$ cat config.mk
export PLATFORM = sky130hd
export DESIGN_NAME = uart_rx_indicator
export DESIGN_NICKNAME = d
export VERILOG_FILES = /design/src/rtl/uart_rx_indicator.sv
export SDC_FILE = /design/constraint.sdc
export NUM_CORES = 1
export LEC_CHECK = 0
export CORE_ASPECT_RATIO = 0.5
export CORE_MARGIN = 2
export CORE_UTILIZATION = 62
export DETAILED_ROUTE_END_ITERATION = 7
export PLACE_DENSITY = 0.79
export SKIP_LAST_GASP = 1
export SYNTH_ARGS = -nofsm -noshare
export SYNTH_HDL_FRONTEND = slang
export SYNTH_SLANG_ARGS = --single-unit
$ cat constraint.sdc
create_clock -name int_clk -period 2.9 [get_ports int_clk]
set_input_delay 0.29 -clock int_clk [delete_from_list [all_inputs] [get_ports int_clk]]
set_output_delay 0.29 -clock int_clk [all_outputs]
set_load 0.005 [all_outputs]
$ cat src/rtl/uart_rx_indicator.sv
// uart_rx_indicator: status-LED driver for a UART receiver.
//
// Watches the receiver's bit clock and bit counter, which both live in the rx_clk
// domain, from the int_clk domain. Each falling edge of the synchronized rx_clk is a
// sample strobe. On each strobe the bit index is checked against the expected
// 1..9,0 sequence. A green flash marks each good frame and a red flash marks a
// sequence error or a stall. Flashes are stretched so that they stay visible.
//
// Ports:
//   int_clk    in   system clock; all state updates on its rising edge
//   rst_n      in   asynchronous active-low reset
//   bit_ID     in   [3:0] receiver bit index (0 = idle/stop, 1..9 = frame bits)
//   rx_clk     in   receiver bit clock, low while idle
//   green_LED  out  frame in progress, or hold after a good frame
//   red_LED    out  hold after a sequence error or a stall
module uart_rx_indicator #(
    parameter int SYNC_STAGES    = 2,
    parameter int HOLD_CYCLES    = 5_000_000,
    parameter int TIMEOUT_CYCLES = 100_000_000
) (
    input  logic       int_clk,
    input  logic       rst_n,
    input  logic [3:0] bit_ID,
    input  logic       rx_clk,
    output logic       green_LED,
    output logic       red_LED
);

    localparam int HW = $clog2(HOLD_CYCLES) + 1;
    localparam int TW = $clog2(TIMEOUT_CYCLES) + 1;

    localparam logic [HW-1:0] HOLD_LOAD  = HW'(HOLD_CYCLES);
    localparam logic [TW-1:0] TIMEOUT_LAST = TW'(TIMEOUT_CYCLES - 1);

    // Synchronizers
    logic [SYNC_STAGES-1:0] rx_sync_q;
    logic [3:0]             id_sync_q [SYNC_STAGES];
    logic                   rx_prev_q;

    always_ff @(posedge int_clk or negedge rst_n) begin
        if (!rst_n) begin
            rx_sync_q <= '0;
            rx_prev_q <= 1'b0;
            for (int i = 0; i < SYNC_STAGES; i++) begin
                id_sync_q[i] <= 4'd0;
            end
        end else begin
            rx_sync_q    <= {rx_sync_q[SYNC_STAGES-2:0], rx_clk};
            rx_prev_q    <= rx_sync_q[SYNC_STAGES-1];
            id_sync_q[0] <= bit_ID;
            for (int i = 1; i < SYNC_STAGES; i++) begin
                id_sync_q[i] <= id_sync_q[i-1];
            end
        end
    end

    logic       strobe;
    logic [3:0] cur_id;

    // bit_ID is stable for the whole high phase of rx_clk. Its synchronized copy
    // is therefore valid when the falling edge of rx_clk comes out of the chain.
    assign strobe = rx_prev_q & ~rx_sync_q[SYNC_STAGES-1];
    assign cur_id = id_sync_q[SYNC_STAGES-1];

    // Tracking state
    logic [3:0]    prev_id_q, prev_id_d;
    logic          active_q, active_d;
    logic [TW-1:0] wd_q, wd_d;
    logic [HW-1:0] green_hold_q, green_hold_d;
    logic [HW-1:0] red_hold_q, red_hold_d;
    logic [3:0]    expected;

    always_comb begin
        prev_id_d    = prev_id_q;
        active_d     = active_q;
        wd_d         = wd_q;
        green_hold_d = (green_hold_q != '0) ? green_hold_q - HW'(1) : '0;
        red_hold_d   = (red_hold_q != '0) ? red_hold_q - HW'(1) : '0;
        expected     = (prev_id_q == 4'd9) ? 4'd0 : prev_id_q + 4'd1;

        if (strobe) begin
            // A strobe always clears the watchdog, even when a timeout falls in the
            // same cycle.
            wd_d = '0;
            if (cur_id == expected && cur_id <= 4'd9) begin
                prev_id_d = cur_id;
                if (cur_id == 4'd0) begin
                    active_d     = 1'b0;
                    green_hold_d = HOLD_LOAD;
                end else begin
                    active_d = 1'b1;
                end
            end else begin
                red_hold_d = HOLD_LOAD;
                // Resync to the observed index so that one glitch flags only once.
                prev_id_d  = (cur_id <= 4'd9) ? cur_id : 4'd0;
                active_d   = (prev_id_d != 4'd0);
            end
        end else if (!active_q) begin
            wd_d = '0;
        end else if (wd_q == TIMEOUT_LAST) begin
            red_hold_d = HOLD_LOAD;
            active_d   = 1'b0;
            prev_id_d  = 4'd0;
            wd_d       = '0;
        end else begin
            wd_d = wd_q + TW'(1);
        end
    end

    always_ff @(posedge int_clk or negedge rst_n) begin
        if (!rst_n) begin
            prev_id_q    <= 4'd0;
            active_q     <= 1'b0;
            wd_q         <= '0;
            green_hold_q <= '0;
            red_hold_q   <= '0;
            green_LED    <= 1'b0;
            red_LED      <= 1'b0;
        end else begin
            prev_id_q    <= prev_id_d;
            active_q     <= active_d;
            wd_q         <= wd_d;
            green_hold_q <= green_hold_d;
            red_hold_q   <= red_hold_d;
            // The LEDs are driven from next-state values, so they change one
            // cycle after the strobe.
            green_LED    <= active_d | (green_hold_d != '0);
            red_LED      <= (red_hold_d != '0);
        end
    end

endmodule

==> run_results.csv <==
group,metric,value,unit
status,outcome,"finished with violations",
status,violations,"negative hold slack",
sta,finalCritPeriodShare,91.30,%
pwr,peakVddDrop,0.0004165,V
cts,postCtsSetupBuffers,0,
setup_path,path_class,"reg2reg",
setup_path,regToRegEndpoint,"green_LED$_DFF_PN0_",
cells_and_area,final_cells,594,
cts,cts_buffers,9,
cts,clkTransAtPathRegs,0.07,ns
pwr,power.switching,1.246,mW
die,ios,9,
setup_path,crit_required,3.11,ns
logic_synthesis,async_flop_share,100.0,%
placed_design,dp_cells,578,
detailed_routing,vias_per_cell,5.884,
cells_and_area,area_growth,13.79,%
logic_synthesis,synth_cell_types,50,
cells_and_area,n_antenna_cell,0,
die,die_y,65.28,um
logic_synthesis,yosys-top-cells-area,"dfrtp_1 51%, xnor2_1 6.8%, nor2_1 6.3%",
logic_synthesis,synth_top_family_by_area,"simple AND/OR/NAND/NOR gates",
detailed_routing,drtIter0Drc,310,
logic_synthesis,syn_avg_cell_area,9.906,sq um
cts,clock_latency,0.35,ns
placed_design,placedInstanceArea,4938,sq um
sta,tns,0,ns
die,rows,22,
pwr,powerDensity,766.5,nW/um^2
sta,setup_viol,0,
logic_synthesis,synth_top_area_share,50.52,%
cts,cts-root-buf,"clkbuf_16",
sta,skew,0.006033,ns
detailed_routing,drc,0,
pwr,power_leakage,2.148,nW
logic_synthesis,ys_top_cells_by_count,"94 x dfrtp_1, 78 x nor2_1, 36 x xnor2_1, 30 x xor2_1, 27 x nand2_1",
die,start_util,63.83,%
logic_synthesis,synth_ff_type,"dfrtp_1",
logic_synthesis,synthAdderAreaFrac,1.075,%
sta,rsz0062_at_grt,"false",
cells_and_area,nFillCells,528,
logic_synthesis,yosysWarnings,0,
die,die_width,126.6,um
setup_path,worst_path_most_repeated_cell,"or3_4",
grt,grt_max_degree,58,
placed_design,dp_hpwl,6346,um
logic_synthesis,synth-edff-count,0,
grt,antenna_found_initial,0,
placed_design,globalplace.congestion,0.9098,
grt,grt_use_total,24.44,%
logic_synthesis,synth.most_common_cell,"dfrtp_1",
cts,hold_buffers,0,
cells_and_area,nNetsFinal,504,
detailed_routing,dr.pass1.iters,5,
setup_path,r2r_slack,0.25,ns
setup_path,critPathSlowestCell,"or4b_1",
cts,htree_levels,3,
sta,fmax,377.7,MHz
logic_synthesis,yosysTopAreaCell,"dfrtp_1",
pwr,power.total,4.060,mW
logic_synthesis,syn-num-nets,481,
grt,grt_overflow,0,
setup_path,slowest_delay,0.46,ns
detailed_routing,wl_per_cell,15.35,um
pwr,pwr-share-seq,44.2,%
setup_path,r2r_start,"green_hold_q[18]$_DFF_PN0_",
logic_synthesis,synth_compound_area_share,7.390,%
die,core_area,7295,sq um
sta,holdWs,-0.004490,ns
placed_design,io_buffers,8,
setup_path,crit_family,"simple AND/OR/NAND/NOR gates",
pwr,swShare,30.70,%
logic_synthesis,synth_cells,470,
flow_run,cap_violations,0,
detailed_routing,wirelength,9119,um
sta,fin_crit,2.648,ns
cts,cts_tree,"done",
setup_path,critPathBufInv,0,
die,die_area,8261,sq um
detailed_routing,vias,3495,
cells_and_area,post_route_cells_drive_above_1_share,9.036,%
sta,maxSlewViolCount,0,
logic_synthesis,ys_seq_elements,94,
grt,grt_pass1_vias,3533,
logic_synthesis,syn_area,4656,sq um
setup_path,reg2regPathDepth,7,
cts,cts_buffer_depth,2,
pwr,p_int,2.814,mW
detailed_routing,drtAntennaViolNets,0,
pwr,pwr-share-clk,33.7,%
sta,slew_headroom,52.75,%
grt,grt_pass1_wl,16040,um
logic_synthesis,synth-seq-area-share,50.52,%
pwr,pwr-share-comb,22.2,%
logic_synthesis,synth-simple-area-share,26.85,%
min_path,hold_path.class,"in2async",
cts,cts.sinks,94,
setup_path,cp-end-kind,"flip-flop",
setup_path,cp-start-kind,"flip-flop",
setup_path,worstPathCellList,"or3_4 > or3_4 > nor4_4 > or2b_1 > nand3_1 > a211oi_1 > or4b_1",
setup_path,cp_max_fo,5,
logic_synthesis,synth_xor_area_share,12.42,%
logic_synthesis,synthMuxAreaShare,0,%
sta,tightest_slew,0.7088,ns
sta,hold_violations,13,
setup_path,arrival,2.86,ns
cells_and_area,design_area,5298,sq um
sequential cells by signal, summed over array words and instances, names as in the netlist:
signal / count
red_hold_q: 24
red_LED: 1
prev_id_q: 4
active_q: 1
green_LED: 1
rx_sync_q: 2
green_hold_q: 24
wd_q: 28
id_sync_q: 4
rx_prev_q: 1
cur_id: 4
final cells by class:
cell class                 count  area, sq um  share of cell area [%]
multi-input combinational    355         2233                   42.16
tap                           96        120.1                   2.267
inverter                       9        33.78                  0.6377
clock buffer                  10        239.0                   4.511
sequential                    94         2352                   44.40
timing repair buffer          24        210.2                   3.968
clock inverter                 6        108.9                   2.055
placed cells by master (no fill, tap or decap), drive strengths merged, types with 2 or more instances in the layout:
cell type and n:
nand2b 8, nand4 11, clkbuf 10, nor2 78, or2 4, and4 9, nor3b 3, buf 17
a22o 3, nand4b 2, clkdlybuf4s50 7, nand3 14, nor4b 8, and2 7, bufinv 3, o211ai 10
a21oi 9, ha 4, nor4 17, nor3 17, nor2b 5, o21ai 17, or3 12, inv 9
clkinv 3, xnor2 36, or4 2, xor2 30, nand2 28, and3 5, o31ai 2, dfrtp 94
power by group through the flow:
stage | logic [mW] | registers (mW) | clock network, mW
finish | 0.900 | 1.79 | 1.37
global route | 1.00 | 1.84 | 1.44
CTS | 0.898 | 1.79 | 1.38
detailed placement | 0.893 | 1.81 | 0
global placement | 0.872 | 1.80 | 0
floorplan | 0.689 | 1.73 | 0
worst max path at each step:
stage / endpoint / cells past startpoint / slack (ns) / from
2_1_floorplan: green_LED$_DFF_PN0_ / 9 / 0.31 / green_hold_q[0]$_DFF_PN0_
3_3_place_gp: green_LED$_DFF_PN0_ / 9 / 0.23 / wd_q[0]$_DFF_PN0_
3_5_place_dp: green_LED$_DFF_PN0_ / 9 / 0.19 / wd_q[0]$_DFF_PN0_
4_1_cts: green_LED$_DFF_PN0_ / 9 / 0.14 / wd_q[0]$_DFF_PN0_
5_1_grt: green_LED$_DFF_PN0_ / 9 / 0.04 / wd_q[0]$_DFF_PN0_
6_report: green_LED$_DFF_PN0_ / 7 / 0.25 / green_hold_q[18]$_DFF_PN0_
kinds of logic after synthesis:
group | Yosys count
compound gates | 51
simple gates | 234
buf+inv | 21
xor+xnor | 66
fa+ha+maj | 4
flops | 94
stage by stage:
step                      util (%)  setup WS (ns)
after floorplan                  -         0.3143
after global placement       67.70         0.2308
after detailed placement     67.70         0.1883
after CTS                    72.47         0.1417
after global routing         72.62        0.03724
final                        72.62         0.2524
metal layers:
layer	wire length [um]	up-vias	GRT usage (%)
li1	-	1695	-
met2	4402	64	41.71
met3	341	15	6.189
met5	0	-	0
met4	108	0	7.692
met1	4266	1721	31.16
what timing repair did:
action / CTS / global route
resized for setup: 0 / 2
endpoints found under the hold margin: 0 / 0
endpoints found under the setup margin: 0 / 1
(Power assumes the default switching activity.)
